$ cat src/rtl/mips_muldiv.sv
// mips_muldiv: iterative MIPS multiply/divide unit holding the architectural HI/LO registers.
// Multiply is LSB-first shift-add, divide is restoring; ITER_BITS bits retire per edge.
// Optional feature macro: MD_EARLY_OUT_EN (multipliers whose magnitude fits in 16 bits
// finish after half the iterations).

module mips_muldiv #(
  parameter int unsigned ITER_BITS = 1
) (
  input  logic        clk,
  input  logic        rst,
  input  logic        md__start,
  input  logic [2:0]  md__sel,
  input  logic [31:0] md__op1,
  input  logic [31:0] md__op2,
  input  logic        md__flush,
  output logic        md__busy,
  output logic        md__done,
  output logic [31:0] md__hi,
  output logic [31:0] md__lo
);

  localparam int unsigned N    = 32 / ITER_BITS;
  localparam int unsigned CntW = 6;

  typedef enum logic [1:0] {StIdle, StRun, StFix} state_e;

  state_e          r_state, w_state_d;
  logic [CntW-1:0] r_cnt, w_cnt_d;
  // Mul: {partial high, multiplier/low}. Div: {remainder, dividend/quotient}.
  logic [63:0]     r_p, w_p_d, w_step;
  logic [31:0]     r_mcand, w_mcand_d;  // multiplicand or divisor magnitude
  logic            r_is_div, w_is_div_d;
  logic            r_neg_q, w_neg_q_d;  // negate product / quotient
  logic            r_neg_r, w_neg_r_d;  // negate remainder
  logic            r_div0, w_div0_d;
  logic            r_early, w_early_d;
  logic [31:0]     r_op1, w_op1_d;
  logic [31:0]     r_hi, w_hi_d, r_lo, w_lo_d;
  logic            r_busy, w_busy_d, r_done, w_done_d;

  logic            w_signed, w_s1, w_s2, w_early_ok;
  logic [31:0]     w_mag1, w_mag2;
  logic [32:0]     w_rem, w_sum;
  logic [63:0]     w_prod;
  logic [31:0]     w_quo, w_rem_fix, w_fix_hi, w_fix_lo;

  // Operand magnitudes and result signs for a newly accepted mul/div.
  always_comb begin
    w_signed = ~md__sel[0];
    w_s1     = w_signed & md__op1[31];
    w_s2     = w_signed & md__op2[31];
    w_mag1   = w_s1 ? (~md__op1 + 32'd1) : md__op1;
    w_mag2   = w_s2 ? (~md__op2 + 32'd1) : md__op2;
  end

`ifdef MD_EARLY_OUT_EN
  assign w_early_ok = ~md__sel[1] & (w_mag2[31:16] == 16'd0);
`else
  assign w_early_ok = 1'b0;
`endif

  // One RUN edge worth of shift-add or restoring-divide steps.
  always_comb begin
    w_step = r_p;
    w_rem  = '0;
    w_sum  = '0;
    for (int k = 0; k < ITER_BITS; k++) begin
      if (r_is_div) begin
        w_rem  = {w_step[63:32], w_step[31]};
        w_step = {w_step[62:0], 1'b0};
        if (w_rem >= {1'b0, r_mcand}) begin
          w_rem     = w_rem - {1'b0, r_mcand};
          w_step[0] = 1'b1;
        end
        // After a successful subtract the remainder is below the divisor, so 32 bits hold it.
        w_step[63:32] = w_rem[31:0];
      end else begin
        w_sum  = {1'b0, w_step[63:32]} + (w_step[0] ? {1'b0, r_mcand} : 33'd0);
        w_step = {w_sum, w_step[31:1]};
      end
    end
  end

  // Sign correction and realignment applied in FIX.
  always_comb begin
    // Early-out leaves the product 16 bits high because only 16 shifts happened.
    w_prod = r_early ? {16'd0, r_p[63:16]} : r_p;
    if (r_neg_q) begin
      w_prod = ~w_prod + 64'd1;
    end
    w_quo     = r_neg_q ? (~r_p[31:0] + 32'd1) : r_p[31:0];
    w_rem_fix = r_neg_r ? (~r_p[63:32] + 32'd1) : r_p[63:32];
    if (!r_is_div) begin
      w_fix_hi = w_prod[63:32];
      w_fix_lo = w_prod[31:0];
    end else if (r_div0) begin
      w_fix_hi = r_op1;
      w_fix_lo = 32'hFFFF_FFFF;
    end else begin
      w_fix_hi = w_rem_fix;
      w_fix_lo = w_quo;
    end
  end

  // Next-state logic for the FSM, datapath and HI/LO.
  always_comb begin
    w_state_d  = r_state;
    w_cnt_d    = r_cnt;
    w_p_d      = r_p;
    w_mcand_d  = r_mcand;
    w_is_div_d = r_is_div;
    w_neg_q_d  = r_neg_q;
    w_neg_r_d  = r_neg_r;
    w_div0_d   = r_div0;
    w_early_d  = r_early;
    w_op1_d    = r_op1;
    w_hi_d     = r_hi;
    w_lo_d     = r_lo;
    w_done_d   = 1'b0;
    unique case (r_state)
      StIdle: begin
        if (md__start && !md__flush) begin
          case (md__sel)
            3'd0, 3'd1, 3'd2, 3'd3: begin
              w_is_div_d = md__sel[1];
              w_neg_q_d  = w_s1 ^ w_s2;
              w_neg_r_d  = w_s1;
              w_div0_d   = md__sel[1] & (md__op2 == 32'd0);
              w_early_d  = w_early_ok;
              w_op1_d    = md__op1;
              w_p_d      = md__sel[1] ? {32'd0, w_mag1} : {32'd0, w_mag2};
              w_mcand_d  = md__sel[1] ? w_mag2 : w_mag1;
              w_cnt_d    = w_early_ok ? CntW'(N / 2) : CntW'(N);
              w_state_d  = StRun;
            end
            3'd4:    w_hi_d = md__op1;
            3'd5:    w_lo_d = md__op1;
            default: ;
          endcase
        end
      end
      StRun: begin
        if (md__flush) begin
          w_state_d = StIdle;
        end else begin
          w_p_d   = w_step;
          w_cnt_d = r_cnt - CntW'(1);
          if (r_cnt == CntW'(1)) begin
            w_state_d = StFix;
          end
        end
      end
      StFix: begin
        w_state_d = StIdle;
        if (!md__flush) begin
          w_hi_d   = w_fix_hi;
          w_lo_d   = w_fix_lo;
          w_done_d = 1'b1;
        end
      end
      default: w_state_d = StIdle;
    endcase
    w_busy_d = (w_state_d != StIdle);
  end

  // State registers with synchronous reset.
  always_ff @(posedge clk) begin
    if (rst) begin
      r_state  <= StIdle;
      r_cnt    <= '0;
      r_p      <= '0;
      r_mcand  <= '0;
      r_is_div <= 1'b0;
      r_neg_q  <= 1'b0;
      r_neg_r  <= 1'b0;
      r_div0   <= 1'b0;
      r_early  <= 1'b0;
      r_op1    <= '0;
      r_hi     <= '0;
      r_lo     <= '0;
      r_busy   <= 1'b0;
      r_done   <= 1'b0;
    end else begin
      r_state  <= w_state_d;
      r_cnt    <= w_cnt_d;
      r_p      <= w_p_d;
      r_mcand  <= w_mcand_d;
      r_is_div <= w_is_div_d;
      r_neg_q  <= w_neg_q_d;
      r_neg_r  <= w_neg_r_d;
      r_div0   <= w_div0_d;
      r_early  <= w_early_d;
      r_op1    <= w_op1_d;
      r_hi     <= w_hi_d;
      r_lo     <= w_lo_d;
      r_busy   <= w_busy_d;
      r_done   <= w_done_d;
    end
  end

  assign md__busy = r_busy;
  assign md__done = r_done;
  assign md__hi   = r_hi;
  assign md__lo   = r_lo;

endmodule
$ cat config.mk
export PLATFORM = sky130hd
export DESIGN_NAME = mips_muldiv
export DESIGN_NICKNAME = d
export VERILOG_FILES = /design/src/rtl/mips_muldiv.sv
export SDC_FILE = /design/constraint.sdc
export NUM_CORES = 1
export LEC_CHECK = 0
export ABC_CLOCK_PERIOD_IN_PS = 4950
export CAP_MARGIN = 20
export CORE_MARGIN = 4
export CORE_UTILIZATION = 55
export CTS_CLUSTER_SIZE = 24
export DETAILED_ROUTE_END_ITERATION = 10
export PLACE_DENSITY_LB_ADDON = 0.1
export RECOVER_POWER = 100
export SYNTH_ARGS = -nofsm -noshare
export SYNTH_HDL_FRONTEND = slang
export SYNTH_SLANG_ARGS = --single-unit
$ cat constraint.sdc
create_clock -name clk -period 4.95 [get_ports clk]
set_input_delay 0.99 -clock clk [delete_from_list [all_inputs] [get_ports clk]]
set_output_delay 0.99 -clock clk [all_outputs]
set_load 0.005 [all_outputs]
==> summary.md <==
| Metric | Value |
|---|---|
| Worst clock skew | 0.0303 ns |
| Slew Limit Fails | 158 |
| VDD IR max | around 0.00026 V |
| Critical Path Sink Type | flip-flop |
| Crit. Startpoint | r_p[2] |
| Total power | 4.98 mW |
| R2r startpoint | r_p[2] |
| Clock power frac | 0.403 |
| FF-to-FF setup slack | 0.67 ns |
| H-tree Lvls | 1 |
| Clock Latency Late Sink | 0.57 ns |
| Inst Count DP | between 2,000 and 3,000 |
| Via density | roughly 6.6 |
| Psw | 1.65 mW |
| Multi-input gate area | 11,700 um2 |
| Synth Cell Area | between 15,000 and 20,000 um2 |
| Initial core utilization | 0.563 |
| PD cells | between 200 and 300 nW/um2 |
| Drt wl/cell | approximately 24 um |
| Mapped Cells | 2,354 |
| Number of enable flip-flop cells after synthesis | 0 |
| Fin crit period | 4.28 ns |
| PostCTS Resize Cnt | 0 |
| Post-synth top area cell | dfxtp_1 |
| Slowest-stage cell, CP | or2_0 |
| R2r worst-path depth | 9 |
| Combinational Power Share | 0.239 |
| Worst setup endpoint | md__hi[31] |
| Worst slew pin tran | ~2.3 ns |
| Grt total ovfl | 0 |
| Dominant cells by area after synthesis | dfxtp_1 (24%), nand2_1 (6.6%), xnor2_1 (6.5%) |
| Clock Pin Slew Worst Setup and Hold Paths | about 0.06 ns |
| Layout Utilization | 0.644 |
| Hold_buf cts | 0 |
| Chip width | 183 um |
| CP dominant cell by count | or4_1 |
| FILL cells | 2,723 |
| Root buf cell | clkbuf_16 |
| Max Fclk | 234 MHz |
| Dpl hpwl | 49,100 um |
| Core area | 30,000 um2 |
| Delay-heaviest family, CP | simple AND/OR/NAND/NOR gates |
| Tcrit/Tclk final | 0.864 |
| WL final | 65,900 um |
| Clock buffer depth | 3 |
| FF+latch area | 4130 um2 |
| CTS Sinks | just over 200 |
| CTS buffer count | 26 |
| IO buf count | 136 |
| Pin count of the biggest net entering global routing | 82 |
| Slowest Stage Delay on Critical Path | 0.72 ns |
| Tot GR Track Use | 0.375 |
| Most frequent cells in the layout | nand2_1 (296), a21oi_1 (219), nor2_1 (217) |
| Placed cell areas | 18,500 um2 |
| Crit-path max FO | 17 |
| Pleak | 7.39 nW |
| Global-route wire length before repair | 100,000 um |
| Layout Nets | 2,527 |
| RR Endpoint | md__hi[31] |
| Worst Path Required | roughly 5.4 ns |
| Synthesized flop and latch total | 206 |
| Hold Crit Class | flip-flop to flip-flop |
| Final setup vio count | 0 |
| Worst setup path class | flip-flop to flip-flop |
| Switching part of the total | 0.331 |
| Sequential share of power | 0.358 |
| Vias in the first global route | 17,300 |
| Setup Buffers After CTS | 0 |
| Setup TNS | 0 ns |
| Avg Cell Area, Syn | 7.17 um2 |
| Post-route DRC | 0 |
| Layout cells sized above 1 | 0.0562 |
| Sequential area share after synthesis | 0.244 |
| Max-Cap Viols | 4 |
| Initial antenna violation count | 2 |
| Post-synth ARST share | 0 |
| WP buf/inv | 0 |
| Internal power | between 3 and 4 mW |
| Worst slew margin | -0.560 |
| # IOs | 137 |
| Fin cells | approximately 2,800 |
| Routability cong. | 1.00 |
| CTS tree | built |
| RSZ-0062 raised after global routing | no |
| Startpoint Class | flip-flop |
| Fin. Hold Viols | 0 |
| DRT iter0 DRCs | ~2,300 |
| Area grow syn2layout | 14.3% |
| ANT nets after route | 0 |
| Status | finished with violations |
| DRT Pass-1 Iters | 6 |
| Post-synth top area share | 0.244 |
| Crit path arrival time | 4.73 ns |
| CP Cell Sequence | or4_1 > or4_1 > or4_1 > or2_0 > o41ai_1 > xor2_1 > o21ai_0 > a21oi_1 > nor4_1 |
| Crit path depth | 9 |
| Vias | 18,600 |
| Yosys cell types | 76 |
| Failing checks | capacitance limit, slew limit |
| Die Y | 183 um |
| Yosys warning total | 0 |
| Cell area after layout | 19,300 um2 |
| Commonest non-fill, non-tap cell in the layout | nand2_1 |
| Commonest register cell after synthesis | dfxtp_1 |
| Die ar. | between 30,000 and 40,000 um2 |
| Row count | 63 |
| Synthesized Nets | about 2,500 |
sequential cells by signal (all words and copies together), names as in the netlist:
signal / cells
r_neg_r: 1
r_cnt: 6
md__hi: 32
md__lo: 32
r_div0: 1
r_neg_q: 1
r_p: 64
r_state: 2
md__done: 1
r_mcand: 32
md__busy: 1
r_is_div: 1
r_op1: 32
power groups by stage:
stage | combinational [mW] | clock, mW | sequential [mW]
2_1_floorplan | 0.781 | 0 | 1.79
3_3_place_gp | 1.15 | 0 | 1.81
3_5_place_dp | 1.16 | 0 | 1.82
4_1_cts | 1.17 | 2.00 | 1.78
5_1_grt | 1.27 | 2.07 | 1.79
6_report | 1.19 | 2.01 | 1.78
cells by family (layout without fill, tap and decap cells):
group / count (synthesis) / after routing / synth area share
AOI/OAI and AO/OA: 744 / 744 / 0.278
xor gates and xnor gates: 192 / 192 / 0.0996
adders and majority gates: 72 / 72 / 0.0543
buffers and inverters: 266 / 316 / 0.0617
DFF: 206 / 206 / 0.244
muxes: 73 / 73 / 0.0436
other: 0 / 1 / 0
and+or+nand+nor: 801 / 801 / 0.218
synthesized netlist by cell type (all sizes together) (28+ instances only):
library cell,count
o21ai,199
mux2i,69
ha,70
o31ai,39
a21oi,220
or3,28
inv,69
nand2,297
nand3,47
nor3,54
nor2,220
o221ai,38
xnor2,126
xor2,66
a211oi,34
dfxtp,206
clkbuf,178
metal layers:
metal,vias up,part of all wire,global-route usage
met5,-,0.00014,0
met4,2,0.064,0.195
met3,250,0.11,0.0875
met2,1068,0.43,0.580
met1,8711,0.39,0.487
li1,8546,-,-
tightest hold or removal path, cell delays in order (launching register included):
cell and delay (ns):
dfxtp_1 0.30, nand2_1 0.05, a21oi_1 0.05
how the worst min path moves through the flow:
stage / startpoint / to / cells after the start
3_3_place_gp: r_op1[6] / r_op1[6] / 2
3_5_place_dp: r_mcand[13] / r_mcand[13] / 2
4_1_cts: r_mcand[13] / r_mcand[13] / 2
2_1_floorplan: r_op1[6] / r_op1[6] / 2
6_report: md__lo[22] / md__lo[22] / 2
5_1_grt: r_op1[14] / r_op1[14] / 2
cell type report:
class,count,area share
Antenna cell,1,0.000130
Clock buffer,32,0.0365
Clock inverter,16,0.00934
Inverter,69,0.0134
Multi-Input combinational cell,1882,0.608
Sequential cell,206,0.214
Tap cell,390,0.0253
Timing Repair Buffer,199,0.0937
stage by stage:
stage | hold slack (ns) | setup slack, ns
2_1_floorplan | 0.431 | 1.11
3_3_place_gp | 0.437 | 0.637
3_5_place_dp | 0.445 | 0.545
4_1_cts | 0.453 | 0.763
5_1_grt | 0.472 | 0.389
6_report | 0.452 | 0.671
Note: power is estimated with default switching activity, not from simulation.
